File: src/rtl/audio_sram_ctrl.sv
// Stereo record/playback controller over a 16-bit async SRAM.
// Ports: i_clk/i_rst, start/stop pulses, record sink, play source, SRAM, o_length, o_state.
module audio_sram_ctrl #(
  parameter int ADDR_W = 20
) (
  input  logic              i_clk,
  input  logic              i_rst,
  input  logic              i_start_rec,
  input  logic              i_start_play,
  input  logic              i_stop,
  output logic              record_audio_ready,
  input  logic [31:0]       record_audio_data,
  input  logic              record_audio_valid,
  output logic              play_audio_valid,
  output logic [31:0]       play_audio_data,
  input  logic              play_audio_ready,
  output logic [ADDR_W-1:0] sram_addr,
  output logic [15:0]       sram_wdata,
  output logic              sram_we_n,
  output logic              sram_oe_n,
  input  logic [15:0]       sram_rdata,
  output logic [ADDR_W-1:0] o_length,
  output logic [2:0]        o_state
);

  typedef enum logic [2:0] {
    IDLE       = 3'd0,
    REC_WAIT   = 3'd1,
    REC_WR_HI  = 3'd2,
    REC_WR_LO  = 3'd3,
    PLAY_RD_HI = 3'd4,
    PLAY_RD_LO = 3'd5,
    PLAY_OUT   = 3'd6
  } state_t;

  localparam logic [ADDR_W-1:0] MAX =
    {1'b1, {(ADDR_W-1){1'b0}}};

  state_t            state_q, state_d;
  logic [ADDR_W-1:0] len_q, len_d;
  logic [ADDR_W-1:0] pptr_q, pptr_d;
  logic [31:0]       rec_q, rec_d;
  logic [31:0]       rd_q, rd_d;
  logic              stop_q, stop_d;

  logic [ADDR_W-1:0] len_inc;
  logic [ADDR_W-1:0] pptr_inc;
  logic [ADDR_W-1:0] rec_base;
  logic [ADDR_W-1:0] play_base;

  // len_q doubles as the record pointer: the next sample lands at index len_q.
  assign len_inc   = len_q + ADDR_W'(1);
  assign pptr_inc  = pptr_q + ADDR_W'(1);
  assign rec_base  = {len_q[ADDR_W-2:0], 1'b0};
  assign play_base = {pptr_q[ADDR_W-2:0], 1'b0};

  always_ff @(posedge i_clk or posedge i_rst) begin
    if (i_rst) begin
      state_q <= IDLE;
      len_q   <= '0;
      pptr_q  <= '0;
      rec_q   <= '0;
      rd_q    <= '0;
      stop_q  <= 1'b0;
    end else begin
      state_q <= state_d;
      len_q   <= len_d;
      pptr_q  <= pptr_d;
      rec_q   <= rec_d;
      rd_q    <= rd_d;
      stop_q  <= stop_d;
    end
  end

  always_comb begin
    state_d = state_q;
    len_d   = len_q;
    pptr_d  = pptr_q;
    rec_d   = rec_q;
    rd_d    = rd_q;
    stop_d  = stop_q;
    unique case (state_q)
      IDLE: begin
        if (i_start_rec) begin
          len_d   = '0;
          stop_d  = 1'b0;
          state_d = REC_WAIT;
        end else if (i_start_play && len_q != '0) begin
          pptr_d  = '0;
          state_d = PLAY_RD_HI;
        end
      end
      REC_WAIT: begin
        if (i_stop) begin
          state_d = IDLE;
        end else if (record_audio_valid) begin
          rec_d   = record_audio_data;
          state_d = REC_WR_HI;
        end
      end
      REC_WR_HI: begin
        // A stop here must not tear the sample; defer it past the right word.
        if (i_stop) stop_d = 1'b1;
        state_d = REC_WR_LO;
      end
      REC_WR_LO: begin
        len_d  = len_inc;
        stop_d = 1'b0;
        if (len_inc == MAX || stop_q || i_stop)
          state_d = IDLE;
        else
          state_d = REC_WAIT;
      end
      PLAY_RD_HI: begin
        rd_d[31:16] = sram_rdata;
        state_d = i_stop ? IDLE : PLAY_RD_LO;
      end
      PLAY_RD_LO: begin
        rd_d[15:0] = sram_rdata;
        state_d = i_stop ? IDLE : PLAY_OUT;
      end
      PLAY_OUT: begin
        if (i_stop) begin
          state_d = IDLE;
        end else if (play_audio_ready) begin
          pptr_d  = pptr_inc;
          state_d = (pptr_inc == len_q) ? IDLE : PLAY_RD_HI;
        end
      end
      default: state_d = IDLE;
    endcase
  end

  // Moore decode: every SRAM strobe follows state alone, so reset
  // kills an in-flight cycle the moment state_q returns to IDLE.
  always_comb begin
    sram_we_n  = 1'b1;
    sram_oe_n  = 1'b1;
    sram_addr  = '0;
    sram_wdata = '0;
    unique case (state_q)
      REC_WR_HI: begin
        sram_we_n  = 1'b0;
        sram_addr  = rec_base;
        sram_wdata = rec_q[31:16];
      end
      REC_WR_LO: begin
        sram_we_n  = 1'b0;
        sram_addr  = rec_base | ADDR_W'(1);
        sram_wdata = rec_q[15:0];
      end
      PLAY_RD_HI: begin
        sram_oe_n = 1'b0;
        sram_addr = play_base;
      end
      PLAY_RD_LO: begin
        sram_oe_n = 1'b0;
        sram_addr = play_base | ADDR_W'(1);
      end
      default: begin
        sram_we_n = 1'b1;
      end
    endcase
  end

  assign record_audio_ready = (state_q == REC_WAIT);
  assign play_audio_valid   = (state_q == PLAY_OUT);
  assign play_audio_data    = rd_q;
  assign o_length           = len_q;
  assign o_state            = state_q;

endmodule

File: config.mk
export PLATFORM = sky130hd
export DESIGN_NAME = audio_sram_ctrl
export DESIGN_NICKNAME = d
export VERILOG_FILES = /design/src/rtl/audio_sram_ctrl.sv
export SDC_FILE = /design/constraint.sdc
export NUM_CORES = 1
export LEC_CHECK = 0
export ABC_AREA = 0
export BUFFER_PORTS_ARGS = -buffer_cell sky130_fd_sc_hd__clkbuf_2
export CORE_MARGIN = 1.5
export CORE_UTILIZATION = 49
export CTS_CLUSTER_SIZE = 25
export DETAILED_ROUTE_END_ITERATION = 8
export HOLD_SLACK_MARGIN = 0.05
export PLACE_DENSITY = 0.83
export SYNTH_ARGS = -nofsm -noshare
export SYNTH_HDL_FRONTEND = slang
export SYNTH_SLANG_ARGS = --single-unit
File: constraint.sdc
create_clock -name i_clk -period 3.5 [get_ports i_clk]
set_input_delay 0.875 -clock i_clk [delete_from_list [all_inputs] [get_ports i_clk]]
set_output_delay 0.875 -clock i_clk [all_outputs]
set_load 0.1 [all_outputs]
==> results.txt <==
Drt first pass iters: 5
Final nets: 806
Rows: 40
EDFF count, synth: 0
Hold buffer count at CTS: 0
Max Clock Freq: 334 MHz
Run status: complete, no violations
Cts bufs inserted: 9
Initial antenna violation count: 0
Sw frac: 0.551
Crit path required time: 2.62 ns
Root buf cell: clkbuf_16
CP max stage cell: dfrtp_2
Post-synth cell types: 53
Total track usage: 0.269
Critical path's top delay family: buffers and inverters
DRT iter0 DRCs: 452
Final wirelength: 16.7 mm
Synth Area in Simple Gates: 0.165
Fin. Hold Viols: 0
Final WS setup: 0.505 ns
DRC Markers: 0
Cell count after synthesis: 618
Global route total overflow: 0
DR vias/cell: 5.88
GPL Wtd Cong: 0.946
Buffer and inverter count on the worst path: 3
Die area: 0.0130 sq mm
Compound-gate portion of the synthesized area: 0.133
Seq/Total Area, Yosys: 0.446
Worst Setup End Kind: primary output
Hold_ws: 0.508 ns
Sink Count: 108
Number of global-route vias before repair: 5,345
Clk pin slew, worst setup/hold paths: 0.07 ns
Post-DRT Antenna Nets: 0
Crit path cell chain: inv_1 -> nor2_1 -> buf_4 -> a22o_1 -> clkbuf_2
Avg WL per Cell: 18.6 microns
Crit-path max FO: 15
Logic pwr share: 0.586
Pins Over Slew Limit: 0
Area delta synth->final: 26.8%
Vias: 5,293
Dpl ws: 0.703 ns
Most common flop cell mapped by yosys: dfrtp_1
DP Wirelength: 12.2 mm
Die X: 114 microns
Yosys top cell by area: dfrtp_1
Xor/xnor cell area share of the yosys netlist: 0.0521
Async set or reset register ratio after synthesis: 1.00
Resize count post-CTS: 0
Syn Area/Cell: 9.79 sq um
Post-CTS setup buffer count: 0
# diodes: 0
Power per cell area: 1020 mW/mm^2
Initial core utilization: 0.504
Clock latency at the later pin of the worst-skew pair: 0.37 ns
Worst slew pin tran: 0.708 ns
Setup TNS: 0 ns
Clock share of power: 0.140
Overall power: 0.00781 W
VDD IR max: 1.18 mV
Multiplexer share of the synthesized area: 0.151
Final setup fails: 0
Layout cells sized above 1: 0.377
CTS H-tree depth: 3
Max incr delay on CP: 0.48 ns
Largest net degree at the start of global routing: 45
Combinational family with the most area after synthesis: simple AND/OR/NAND/NOR gates
Flop pwr share: 0.275
RSZ-0062 raised after global routing: false
Yosys warnings: 0
Synthesis-stage register bit count: 108
LEAKAGE: 3.48 nW
Post-synth top cells: dfrtp_1 (108), mux2_2 (65), nand2_1 (65)
Worst slew margin: 0.528
Final min period: 3.00 ns
Top post-synthesis cells by area: dfrtp_1 (45%), mux2_2 (12%), o21ai_0 (5.0%)
Worst path arrival time: 2.12 ns
Internal power: 0.00351 W
Hold WC Path Type: register to register
I/O Pins: 150
Syn Nets: 676
Period utilization: 0.856
TritonCTS clock tree: built
Max clock buf depth: 2
Chip Height: 114 microns
Finished Core Util: 0.639
Yosys top cell area share: 0.446
Net Switching: 0.00430 W
First-pass GRT wire length: 27.2 mm
Post-Route Skew: 0.0137 ns
Synthesized area: 0.00605 sq mm
Critical setup path kind: register to primary output
Max-cap viol count: 0
Core Box Area: 0.0120 sq mm
Port bufs: 149
Adder-Cell Fraction of Synth Area: 0.00620
Crit start category: register
Top-count cell post-synth: dfrtp_1
layout make-up:
type                    count  area, sq um
repair buffers            170         1250
well taps                 147          184
inverters                  15         60.1
multi-input cells         444         3170
fillers                   950         4330
clock inverters             7         87.6
clock buffers               9          225
flip-flops and latches    108         2710
worst reg2reg max path, stage by stage (launching register included):
cell and delay (ns):
dfrtp_1 0.49, inv_1 0.13, ha_1 0.22, nor4b_1 0.14
nand4_1 0.10, o21ai_1 0.09, nor4b_2 0.29, o22ai_1 0.13
buf_4 0.22, or2_1 0.49, o41ai_1 0.43
placed cells by master (no fill, tap or decap), types with 13 or more instances in the layout:
| cell | instances |
|---|---|
| clkbuf_2 | 127 |
| dfrtp_1 | 105 |
| nand2_1 | 65 |
| mux2_2 | 65 |
| o21ai_0 | 54 |
| nor2_1 | 43 |
| xnor2_1 | 28 |
| buf_12 | 23 |
| buf_4 | 20 |
| a22o_1 | 17 |
| mux2i_1 | 17 |
| o31ai_1 | 16 |
| inv_1 | 14 |
| nor3_1 | 13 |
| nand3_1 | 13 |
routing by layer:
layer / vias up / GRT usage / wire [microns] / part of all wire
li1: 2445 / - / - / -
met1: 2538 / 0.313 / 6320 / 0.38
met2: 274 / 0.464 / 8220 / 0.49
met3: 36 / 0.0752 / 1690 / 0.10
met4: 0 / 0.124 / 525 / 0.031
met5: - / 0 / 0 / 0
cells by family (layout without fill, tap and decap cells):
group                      after synthesis  after routing
muxes                                   83             83
xor gates and xnor gates                36             36
DFF                                    108            108
and+or+nand+nor                        195            195
adders and majority gates                3              3
buffers and inverters                   66            201
AOI/OAI and AO/OA                      127            127
state kept, by name (all words and copies together), names as in the netlist:
name and count:
play_audio_data 32, pptr_q 20, o_state 3, stop_q 1, o_length 20, rec_q 32
stage by stage:
step	instances	instance area, sq um
after global placement	884	7370
after floorplan	618	6160
final	900	7680
after CTS	900	7680
after detailed placement	884	7370
after global routing	900	7680
path summary, 6_finish.rpt:
check,start,to,slack [ns],cells after the start
worst min register to register,rec_q[13],rec_q[13],0.51,1
max in group asynchronous,i_rst,pptr_q[9],2.13,3
worst min-delay path,rec_q[13],rec_q[13],0.51,1
min in group asynchronous,i_rst,play_audio_data[5],0.59,2
worst max-delay path,o_state[1],sram_addr[15],0.50,5
worst max register to register,o_length[0],pptr_q[7],0.66,10
power groups by stage:
stage          Combinational, W  Clock (W)  Sequential, W
6_report                0.00457    0.00109        0.00215
5_1_grt                 0.00476    0.00115        0.00221
4_1_cts                 0.00458    0.00110        0.00214
3_5_place_dp            0.00457          0        0.00216
3_3_place_gp            0.00448          0        0.00211
2_1_floorplan           0.00212          0        0.00351
No activity file was read; power rests on OpenSTA's default activity.
